==> src/rtl/aer_pkg.sv <==
// Shared types and helpers for the spike address-event (AER) encoder.
// aer_evt_t is the default-sized event record; the encoder datapath itself is parameterised.
package aer_pkg;

    localparam int unsigned AER_ADDR_W = 2;
    localparam int unsigned AER_TS_W   = 8;
    localparam int unsigned DROP_CNT_W = 8;

    typedef struct packed {
        logic [AER_ADDR_W-1:0] addr;
        logic [AER_TS_W-1:0]   ts;
    } aer_evt_t;

    function automatic int unsigned clog2(input int unsigned v);
        int unsigned r;
        int unsigned x;
        r = 0;
        x = 1;
        while (x < v) begin
            x = x << 1;
            r++;
        end
        return r;
    endfunction

endpackage

==> src/rtl/aer_event_fifo.sv <==
// Synchronous show-ahead FIFO for AER events; the head word is visible whenever the FIFO is
// non-empty. Pointers carry one extra MSB so full and empty can be told apart.
module aer_event_fifo
    import aer_pkg::*;
#(
    parameter int unsigned DEPTH = 8,
    parameter int unsigned WIDTH = 10
) (
    input  logic                   clk_i,
    input  logic                   rst_n,
    input  logic                   push_i,
    input  logic [WIDTH-1:0]       push_data_i,
    input  logic                   pop_i,
    output logic [WIDTH-1:0]       head_o,
    output logic                   full_o,
    output logic                   empty_o,
    output logic [clog2(DEPTH):0]  level_o
);

    localparam int unsigned AW = clog2(DEPTH);

    logic [AW:0]      wr_ptr_q, wr_ptr_d;
    logic [AW:0]      rd_ptr_q, rd_ptr_d;
    logic [WIDTH-1:0] mem_q [DEPTH];
    logic             push_en;
    logic             pop_en;

    always_comb begin
        empty_o  = (wr_ptr_q == rd_ptr_q);
        full_o   = (wr_ptr_q[AW] != rd_ptr_q[AW]) && (wr_ptr_q[AW-1:0] == rd_ptr_q[AW-1:0]);
        push_en  = push_i && !full_o;
        pop_en   = pop_i && !empty_o;
        wr_ptr_d = push_en ? wr_ptr_q + (AW+1)'(1) : wr_ptr_q;
        rd_ptr_d = pop_en ? rd_ptr_q + (AW+1)'(1) : rd_ptr_q;
        level_o  = wr_ptr_q - rd_ptr_q;
        // Storage is not reset, so the head is forced to zero while empty.
        head_o   = empty_o ? '0 : mem_q[rd_ptr_q[AW-1:0]];
    end

    always_ff @(posedge clk_i or negedge rst_n) begin
        if (!rst_n) begin
            wr_ptr_q <= '0;
            rd_ptr_q <= '0;
        end else begin
            wr_ptr_q <= wr_ptr_d;
            rd_ptr_q <= rd_ptr_d;
        end
    end

    always_ff @(posedge clk_i) begin
        if (push_en) begin
            mem_q[wr_ptr_q[AW-1:0]] <= push_data_i;
        end
    end

endmodule

==> src/rtl/spike_aer_encoder.sv <==
// Samples neuron spikes each enabled timestep, time-stamps them, and serialises one event per
// cycle (lowest index first) into a show-ahead FIFO. Spikes that collide with a pending event drop.
module spike_aer_encoder
    import aer_pkg::*;
#(
    parameter int unsigned N_NEURON   = 3,
    parameter int unsigned ADDR_W     = 2,
    parameter int unsigned TS_W       = 8,
    parameter int unsigned FIFO_DEPTH = 8
) (
    input  logic                        clk_i,
    input  logic                        rst_n,
    input  logic                        en_i,
    input  logic [N_NEURON-1:0]         spike_i,
    output logic                        evt_valid_o,
    input  logic                        evt_ready_i,
    output logic [ADDR_W-1:0]           evt_addr_o,
    output logic [TS_W-1:0]             evt_ts_o,
    output logic [clog2(FIFO_DEPTH):0]  fifo_lvl_o,
    output logic                        drop_o,
    output logic [DROP_CNT_W-1:0]       drop_cnt_o,
    input  logic                        clr_drop_i
);

    localparam int unsigned EVT_W = ADDR_W + TS_W;

    logic [TS_W-1:0]       ts_q, ts_d;
    logic [N_NEURON-1:0]   pend_q, pend_d;
    logic [TS_W-1:0]       pts_q [N_NEURON];
    logic [TS_W-1:0]       pts_d [N_NEURON];
    logic                  drop_q, drop_d;
    logic [DROP_CNT_W-1:0] drop_cnt_q, drop_cnt_d;

    logic                  fifo_full;
    logic                  fifo_empty;
    logic [EVT_W-1:0]      fifo_head;

    logic [N_NEURON-1:0]   gnt_oh;
    logic                  gnt_valid;
    logic [ADDR_W-1:0]     gnt_addr;
    logic [TS_W-1:0]       gnt_ts;

    logic [N_NEURON-1:0]   spk_en;
    logic [N_NEURON-1:0]   cap;
    logic [N_NEURON-1:0]   drop_vec;
    logic [DROP_CNT_W:0]   n_drop;
    logic [DROP_CNT_W:0]   cnt_sum;

    // Fixed-priority arbiter; stalls entirely while the FIFO is full.
    always_comb begin
        gnt_oh    = '0;
        gnt_valid = 1'b0;
        gnt_addr  = '0;
        gnt_ts    = '0;
        for (int i = 0; i < N_NEURON; i++) begin
            if (!gnt_valid && pend_q[i] && !fifo_full) begin
                gnt_valid = 1'b1;
                gnt_oh[i] = 1'b1;
                gnt_addr  = ADDR_W'(i);
                gnt_ts    = pts_q[i];
            end
        end
    end

    always_comb begin
        spk_en   = en_i ? spike_i : '0;
        // A granted slot frees up this edge, so a new spike there is captured, not dropped.
        cap      = spk_en & (~pend_q | gnt_oh);
        drop_vec = spk_en & pend_q & ~gnt_oh;
        pend_d   = (pend_q & ~gnt_oh) | cap;
        ts_d     = en_i ? ts_q + TS_W'(1) : ts_q;
        n_drop   = '0;
        for (int i = 0; i < N_NEURON; i++) begin
            pts_d[i] = cap[i] ? ts_q : pts_q[i];
            n_drop   = n_drop + (DROP_CNT_W+1)'(drop_vec[i]);
        end
        cnt_sum    = {1'b0, clr_drop_i ? '0 : drop_cnt_q} + n_drop;
        drop_cnt_d = cnt_sum[DROP_CNT_W] ? '1 : cnt_sum[DROP_CNT_W-1:0];
        drop_d     = (drop_q && !clr_drop_i) || (|drop_vec);
    end

    always_ff @(posedge clk_i or negedge rst_n) begin
        if (!rst_n) begin
            ts_q       <= '0;
            pend_q     <= '0;
            drop_q     <= 1'b0;
            drop_cnt_q <= '0;
            for (int i = 0; i < N_NEURON; i++) begin
                pts_q[i] <= '0;
            end
        end else begin
            ts_q       <= ts_d;
            pend_q     <= pend_d;
            drop_q     <= drop_d;
            drop_cnt_q <= drop_cnt_d;
            for (int i = 0; i < N_NEURON; i++) begin
                pts_q[i] <= pts_d[i];
            end
        end
    end

    aer_event_fifo #(
        .DEPTH (FIFO_DEPTH),
        .WIDTH (EVT_W)
    ) u_fifo (
        .clk_i       (clk_i),
        .rst_n       (rst_n),
        .push_i      (gnt_valid),
        .push_data_i ({gnt_addr, gnt_ts}),
        .pop_i       (evt_ready_i),
        .head_o      (fifo_head),
        .full_o      (fifo_full),
        .empty_o     (fifo_empty),
        .level_o     (fifo_lvl_o)
    );

    always_comb begin
        evt_valid_o = !fifo_empty;
        evt_addr_o  = fifo_head[EVT_W-1:TS_W];
        evt_ts_o    = fifo_head[TS_W-1:0];
        drop_o      = drop_q;
        drop_cnt_o  = drop_cnt_q;
    end

endmodule

==> config.mk <==
export PLATFORM = sky130hd
export DESIGN_NAME = spike_aer_encoder
export DESIGN_NICKNAME = d
export VERILOG_FILES = /design/src/rtl/aer_pkg.sv /design/src/rtl/aer_event_fifo.sv /design/src/rtl/spike_aer_encoder.sv
export SDC_FILE = /design/constraint.sdc
export NUM_CORES = 1
export LEC_CHECK = 0
export ABC_AREA = 1
export BUFFER_PORTS_ARGS = -buffer_cell sky130_fd_sc_hd__buf_2
export CELL_PAD_IN_SITES_DETAIL_PLACEMENT = 1
export CELL_PAD_IN_SITES_GLOBAL_PLACEMENT = 1
export CORE_AREA = 5 5 140 115
export CTS_BUF_LIST = sky130_fd_sc_hd__clkbuf_2 sky130_fd_sc_hd__clkbuf_4 sky130_fd_sc_hd__clkbuf_8
export CTS_CLUSTER_SIZE = 30
export DETAILED_ROUTE_END_ITERATION = 6
export DIE_AREA = 0 0 145 120
export GPL_TIMING_DRIVEN = 0
export PLACE_DENSITY = 0.81
export SLEW_MARGIN = 20
export SYNTH_ARGS = -nofsm -noshare
export SYNTH_HDL_FRONTEND = slang
export SYNTH_HIERARCHICAL = 1
export SYNTH_SLANG_ARGS = --single-unit
export TNS_END_PERCENT = 5
==> constraint.sdc <==
create_clock -name clk_i -period 3.8 [get_ports clk_i]
set_clock_uncertainty 0.15 [all_clocks]
set_input_delay 0 -clock clk_i [delete_from_list [all_inputs] [get_ports clk_i]]
set_output_delay 0 -clock clk_i [all_outputs]
set_load 0.005 [all_outputs]
==> impl_metrics.csv <==
group,metric,value,unit
timing,min_period_over_period,95.3,%
timing,hold_violations,0,
yosys,synth_adder_area_share,2.68,%
place,dp_hpwl,11700,um
clock_network,cts_sinks,132,
cells_and_area,stdcell_area,0.00745,mm2
pwr,switching_power,2.66,mW
yosys,synth_xor_area_share,1.63,%
die,die_area,0.0174,mm2
worst_setup_path,cp_max_fo,10,
clock_network,cts_buffers,17,
yosys,ys_seq_area_share,57.5,%
clock_network,clk_pin_slew_worst_paths,0.07,ns
cells_and_area,num-nets-final,778,
cells_and_area,final_common_cell,"nand2_1",
pwr,power_frac_seq,37.5,%
timing,tns,0,ns
pwr,p_int,3.69,mW
timing,max_freq,276,MHz
grt,antenna_found_initial,0,
timing,fin_crit,3.62,ns
yosys,syn_area,0.00644,mm2
yosys,synth_compound_area_share,2.76,%
die,die_h,120,um
clock_network,ctsHtreeMaxLevel,4,
cells_and_area,drive_gt1_share,17.1,%
cells_and_area,antenna-diode-count,0,
drt,first_pass_iters,5,
yosys,synth_seq_cells,132,
yosys,ys.warnings.count,6,
die,io_pins,32,
yosys,ys_types,34,
outcome,status,"complete, no violations",
yosys,synthArstFlopShare,39.4,%
pwr,peakVddDrop,0.000352,V
pwr,power_leakage,3.60,nW
drt,drc_errors,0,
yosys,avgSynthCellArea,9.30,um2
drt,dr_total_vias,4929,
worst_setup_path,end_kind,"flip-flop",
clock_network,cts_tree,"yes",
worst_setup_path,crit_type,"reg -> reg",
yosys,synthMuxAreaShare,0,%
drt,drt_iter0_drc,283,
worst_hold_path,hp-class,"in -> reg",
pwr,pwr-share-comb,44.9,%
timing,maxSlewViolCount,0,
drt,routed_wl,17400,um
pwr,power.density,852,mW/mm2
timing,tightest_slew,1.12,ns
grt,grt_first_pass_wirelength,27500,um
pwr,swShare,41.9,%
worst_setup_path,arrival,3.79,ns
grt,grt_pass1_vias,5327,
place,routabilityCongestion,0.827,
timing,relSlewSlack,25.0,%
clock_network,clk_latency,0.45,ns
die,rows,40,
worst_setup_path,required,3.97,ns
yosys,synth_top_family_by_area,"simple AND/OR/NAND/NOR gates",
yosys,synth-simple-area-share,25.1,%
clock_network,clock_path_buffers,2,
die,coreArea,0.0147,mm2
drt,vias_per_cell,5.13,
yosys,synth_edf_count,80,
die,initial_utilization,43.9,%
drt,wire_per_inst,18.1,um
grt,grt-ovfl-total,0,
cells_and_area,syn_to_final_growth,15.7,%
grt,grt_start_max_net_pins,51,
yosys,synthCells,692,
yosys,synth_nets,712,
flow_run,drv_cap,0,
grt,grt_usage,20.4,%
pwr,p_clk_share,17.6,%
place,place_area,0.00686,mm2
worst_setup_path,start_kind,"flip-flop",
yosys,yosys_most_used_dff,"edfxtp_1",
cells_and_area,final_cell_mix,"nand2_1, inv_1, nand3_1, edfxtp_1, dfrtp_1",
clock_network,cts-root-buf,"clkbuf_8",
drt,final_antenna_net_count,0,
place,io_buffers,31,
timing,setup_violations,0,
die,die_w,145,um
## Yosys cell counts (8+ instances only)
master,number,area [um2]
buf_2,8,40.0
buf_6,10,113
o21ai_0,13,65.1
nand2_1,201,754
o21ai_2,8,70.1
edfxtp_1,80,2400
xor2_1,9,78.8
dfrtp_1,52,1300
inv_1,117,439
nand3_1,94,470
ha_1,9,113
nor2_1,40,150
## registers in the layout, summed over array words and instances, names as in the netlist
| signal | cells |
|---|---|
| drop_cnt_o | 8 |
| drop_o | 1 |
| pend_q | 3 |
| pts_q | 24 |
| ts_q | 8 |
| u_fifo/mem_q | 80 |
| u_fifo/rd_ptr_q | 4 |
| u_fifo/wr_ptr_q | 4 |
## area by class of cell
class                           instances  area (um2)
Sequential cell                       132        3700
Inverter                              126         480
Clock inverter                         13         116
Buffer                                 22         195
Clock buffer                           19         249
Timing Repair Buffer                   48         333
Multi-Input combinational cell        411        2140
Fill cell                            1689        7210
Tap cell                              189         236
## cell families after synthesis
group / Yosys count
AND/OR/NAND/NOR: 359
XOR/XNOR: 12
adder cells (fa/ha/maj): 12
buffers and inverters: 149
AO/OA/AOI/OAI: 28
flip-flops: 132
## stage by stage
stage	util [%]	std cells	hold slack (ns)	total power, mW	setup slack [ns]
global placement	46.6	912	0.105	4.90	-0.624
detailed placement	46.8	914	-0.0608	5.12	-0.616
finish	50.8	960	0.283	6.35	0.178
global route	50.8	960	0.299	6.78	-0.0269
CTS	50.4	958	0.231	6.32	0.0349
floorplan	-	692	-0.446	4.10	0.202
## path summary, 6_finish.rpt
check | end | cells after the start | from | slack (ns)
max reg2reg | drop_cnt_o[3] | 18 | u_fifo/rd_ptr_q[1] | 0.18
min in group asynchronous | pts_q[2] | 3 | rst_n | 0.30
min reg2reg | pts_q[0] | 2 | pts_q[0] | 0.34
max | drop_cnt_o[3] | 18 | u_fifo/rd_ptr_q[1] | 0.18
min | u_fifo/rd_ptr_q[3] | 4 | evt_ready_i | 0.28
max in group asynchronous | u_fifo/rd_ptr_q[1] | 4 | rst_n | 2.73
## metal layers
| layer | share of wire, % | up-vias | GRT usage [%] |
|---|---|---|---|
| met5 | 0 | - | 0 |
| met4 | 2.9 | 0 | 9.06 |
| met3 | 2.9 | 44 | 4.08 |
| met2 | 52 | 96 | 36.7 |
| met1 | 42 | 2479 | 23.5 |
| li1 | - | 2310 | - |
## critical path, stage by stage (launching register included)
cell and delay [ns]:
dfrtp_2 0.39, inv_1 0.09, buf_6 0.14, ha_1 0.33
nand2_4 0.09, nor2_8 0.13, nand3_4 0.13, inv_2 0.12
inv_4 0.08, nand3_4 0.08, nand2_4 0.08, nor2_4 0.14
fa_1 0.46, ha_2 0.24, fa_2 0.38, nand2_1 0.15
nor2_4 0.07, nand3_1 0.13, o211ai_1 0.10
## power by group through the flow
stage               clock network [mW]  registers [mW]  logic [mW]
floorplan                            0            2.33        1.77
detailed placement                   0            2.41        2.71
global route                      1.21            2.43        3.14
CTS                               1.14            2.38        2.80
global placement                     0            2.38        2.52
finish                            1.12            2.38        2.85
## repair_timing
item                                    in CTS  in global routing
buffers inserted                             1                  2
hold buffers                                12                  0
resized for setup                            9                 10
pin swaps                                    0                  2
endpoints found under the hold margin       95                  0
endpoints found under the setup margin     136                 55
Note: power is estimated with default switching activity, not from simulation.
